===== config.mk =====
export PLATFORM = sky130hd
export DESIGN_NAME = buffer_ra_instant
export DESIGN_NICKNAME = d
export VERILOG_FILES = /design/src/rtl/buffer_ra_instant.sv
export SDC_FILE = /design/constraint.sdc
export NUM_CORES = 1
export LEC_CHECK = 0
export BUFFER_PORTS_ARGS = -buffer_cell sky130_fd_sc_hd__buf_2
export CORE_AREA = 8 8 45 47
export DETAILED_ROUTE_END_ITERATION = 6
export DIE_AREA = 0 0 53 55
export GPL_TIMING_DRIVEN = 0
export SLEW_MARGIN = 40
export SYNTH_ARGS = -nofsm -noshare
export SYNTH_HDL_FRONTEND = slang
export SYNTH_SLANG_ARGS = --single-unit

===== constraint.sdc =====
create_clock -name clk_in -period 0.8 [get_ports clk_in]
set_clock_uncertainty 0.1 [all_clocks]
set_input_delay 0.04 -clock clk_in [delete_from_list [all_inputs] [get_ports clk_in]]
set_output_delay 0.04 -clock clk_in [all_outputs]
set_load 0.02 [all_outputs]

===== src/rtl/buffer_ra_instant.sv =====
// -----------------------------------------------------------------------------
// buffer_ra_instant
//
// Shift-in buffer with an "instant" read-ahead view. The stored buffer is
// combined with the chunk currently on data_in so the consumer sees the
// would-be result of the next shift without waiting for a clock edge. A
// trigger commits that view into storage.
//
// Parameters
//   BUFFER_SIZE : width of the stored buffer and of data_out (>= INPUT_SIZE)
//   INPUT_SIZE  : width of one input chunk (>= 1)
//   REVERSE     : 0 = new chunk enters at the LSB end,
//                 1 = new chunk enters at the MSB end
//
// Ports
//   clk_in   : clock, all state changes on its rising edge
//   rst_in   : asynchronous active-low reset, clears the stored buffer
//   data_in  : chunk to append (INPUT_SIZE bits)
//   trigger  : level-sampled commit; each rising edge with trigger high
//              loads the current data_out into the buffer
//   data_out : combinational view = stored buffer shifted by one chunk with
//              data_in appended (BUFFER_SIZE bits)
// -----------------------------------------------------------------------------
module buffer_ra_instant #(
   parameter int BUFFER_SIZE = 8,
   parameter int INPUT_SIZE  = 2,
   parameter int REVERSE     = 0
) (
   input  logic                   clk_in,
   input  logic                   rst_in,
   input  logic [INPUT_SIZE-1:0]  data_in,
   input  logic                   trigger,
   output logic [BUFFER_SIZE-1:0] data_out
);

   generate
      if (INPUT_SIZE < 1 || BUFFER_SIZE < INPUT_SIZE ||
          (REVERSE != 0 && REVERSE != 1)) begin : g_bad_params
         $error("buffer_ra_instant: illegal parameters BUFFER_SIZE=%0d INPUT_SIZE=%0d REVERSE=%0d",
                BUFFER_SIZE, INPUT_SIZE, REVERSE);
      end
   endgenerate

   // Stored buffer. Named buf_r because "buf" is a reserved gate keyword.
   logic [BUFFER_SIZE-1:0] buf_r;

   // The chunk at the far end of buf_r never reaches data_out: it is the part
   // that falls off on the next commit. This reduction just marks it as
   // deliberately unread.
   logic unused_far_end;
   assign unused_far_end = ^buf_r;

   // Read-ahead view. When the buffer holds exactly one chunk there is nothing
   // left of the old contents after a shift, so the view is data_in alone.
   generate
      if (BUFFER_SIZE == INPUT_SIZE) begin : g_single_chunk
         assign data_out = data_in;
      end else if (REVERSE == 0) begin : g_shift_lsb
         assign data_out = {buf_r[BUFFER_SIZE-INPUT_SIZE-1:0], data_in};
      end else begin : g_shift_msb
         assign data_out = {data_in, buf_r[BUFFER_SIZE-1:INPUT_SIZE]};
      end
   endgenerate

   // Commit: the stored value after an edge is exactly what data_out showed
   // before it, so a committed chunk stays visible twice until data_in moves.
   always_ff @(posedge clk_in or negedge rst_in) begin
      if (!rst_in) begin
         buf_r <= '0;
      end else if (trigger) begin
         buf_r <= data_out;
      end
   end

endmodule


==> impl_metrics.ini <==
[clocking]
ctsHoldBuffers = 1
cts.clk_slew.worst_paths_ns = 0.05
cts_tree = done
root_buffer = clkbuf_4
cts_max_path_buffers = 2
cts_sinks = 6
htreeDepth = 1
post_cts_buffers = 0
numCtsBuffers = 3
clk_latency_ns = 0.25

[timing]
hold_violations = 6
layout_setup_ws_ns = -0.142
slew_headroom = 0.908
post-route-min-period_ns = 0.942
worst_pin_slew_ns = 0.137
hold_slack_ns = -0.0639
rsz0062_at_grt = yes
drv_slew = 0
max_freq_ghz = 1.06
setup_violations = 12
post-route-period-util = 1.18

[logic_synthesis]
synth_fp_nets = 20
synth_edf_count = 0
synthDistinctLibCells = 4
avgSynthCellArea_um2 = 17.8
synth_common_cells = 6 x dfrtp_1, 6 x mux2_4, 2 x buf_4, 1 x buf_6
synthTopCellsByArea = dfrtp_1 56%, mux2_4 34%, buf_4 5.6%
syn_area_um2 = 267
synth.largest_area_cell = dfrtp_1
synthArstFlopShare = 1.00
ys_seq_area_frac = 0.563
netlist.area_leader.share = 0.563
synth_ff_type = dfrtp_1
ys_seq_elements = 6
syn_inst = 15
yosys_warnings = 0

[critical_path]
r2r_start = buf_r[0]$_DFFE_PN0P_
crit_arrival_ns = 0.80
critPathKind = reg2out
slowest_stage = dfrtp_2
r2r_cells = 1
crit_family = flip-flops
critPathBufInv = 1
required_ns = 0.66
cp-start-kind = flip-flop
end_kind = primary output
slowest_delay_ns = 0.42
path_cells = buf_6
r2r_end = buf_r[0]$_DFFE_PN0P_
rrSetupSlack_ns = -0.10
worstPathMaxFanout = 3

[power]
powerDensity_nw_per_um2 = 2320
ir_worst_vdd_mv = 1.03
total_power_uw = 972
p_leak_nw = 0.203

[cells_and_area]
drive_above_1_share = 0.967
layout.cells.non_filler = 46
n_fill_cell = 143
top_regs = buf_r (6)
syn2layout_area_growth_pct = 57.3
diodes = 0
ff_latch_area_um2 = 158
regMostFlops = buf_r
fin_nets = 37
multi_input_area_um2 = 90.1
largest_register_ffs = 6

[place]
gp_congestion = 0.592
dp.cells = 42
port_buffers = 11
pre_cts_ws_ns = -0.0805

[min_path]
hold_path.class = in2reg
holdPathStages = 2
hold_end = buf_r[0]$_DFFE_PN0P_
hp-start = data_in[0]

[global_routing]
antenna_found_initial = 0
grt_pass1_wl_um = 1020
grt_pass1_vias = 195
grt_max_degree = 7
grt_usage = 0.0538
gr-total-overflow = 0

[floorplan]
die-area_um2 = 2920
die_y_um = 55
core_area_um2 = 1380
num_rows = 14
dieWidth_um = 53
initial_utilization = 0.193
ios = 13

[drt]
drc_errors = 0
wl_um = 588
ant_nets = 0
drt_iter0_drc = 1
viasPerCell = 3.83
first_pass_iters = 2
vias = 176
routedWlPerCell_um = 12.8

[status]
violations = negative hold slack, negative setup slack
status = finished with violations

[job]
maxCapViolCount = 0
## layer usage
metal  vias to the layer above  wire [um]  GRT usage
li1                         79          -          -
met1                        78        272     0.0585
met4                         0          8     0.0388
met2                        16        199     0.0547
met5                         -          0          0
met3                         3        107     0.0615
## stage by stage
| stage | instance area, um^2 | TNS, ns | utilization |
|---|---|---|---|
| 3_5_place_dp | 349 | -0.452 | 0.252 |
| 5_1_grt | 419 | -1.62 | 0.303 |
| 4_1_cts | 419 | -1.43 | 0.303 |
| 6_report | 419 | -1.35 | 0.303 |
| 2_1_floorplan | 274 | -0.761 | - |
| 3_3_place_gp | 349 | -0.428 | 0.252 |
## worst max path at each step
stage	from	end	slack (ns)	cells past startpoint
6_report	buf_r[0]$_DFFE_PN0P_	data_out[2]	-0.14	1
5_1_grt	buf_r[2]$_DFFE_PN0P_	data_out[4]	-0.17	1
4_1_cts	buf_r[2]$_DFFE_PN0P_	data_out[4]	-0.15	1
3_5_place_dp	buf_r[0]$_DFFE_PN0P_	buf_r[0]$_DFFE_PN0P_	-0.08	1
3_3_place_gp	buf_r[3]$_DFFE_PN0P_	buf_r[3]$_DFFE_PN0P_	-0.08	1
2_1_floorplan	buf_r[0]$_DFFE_PN0P_	buf_r[0]$_DFFE_PN0P_	-0.13	1
## repair_timing
action / 4_1_cts / 5_1_grt
resized for setup: 12 / 0
cloned: 0 / 0
hold endpoints to repair: 12 / 6
setup endpoints to repair: 12 / 12
## layout by cell type, fill, tap and decap left out, drive strengths merged
| master | n |
|---|---|
| dfrtp | 6 |
| mux2 | 6 |
| dlygate4sd3 | 1 |
| clkbuf | 3 |
| buf | 14 |
## cell type report
type | count | share of cell area
sequential | 6 | 0.376
timing repair buffer | 12 | 0.245
multi-input combinational | 6 | 0.215
buffer | 3 | 0.0627
clock buffer | 3 | 0.0537
tap | 16 | 0.0478
## report_power, final
group	leakage, nW	switching (mW)	internal (mW)
logic	0.125	0.114	0.170
clock network	0.0138	0.119	0.170
registers	0.0643	0.0405	0.359
## cell families (layout without fill, tap and decap cells)
| kind of cell | count (synthesis) | after routing | synth area share |
|---|---|---|---|
| muxes | 6 | 6 | 0.338 |
| DFF | 6 | 6 | 0.563 |
| buffers and inverters | 3 | 18 | 0.0986 |
No activity file was read; power rests on OpenSTA's default activity.
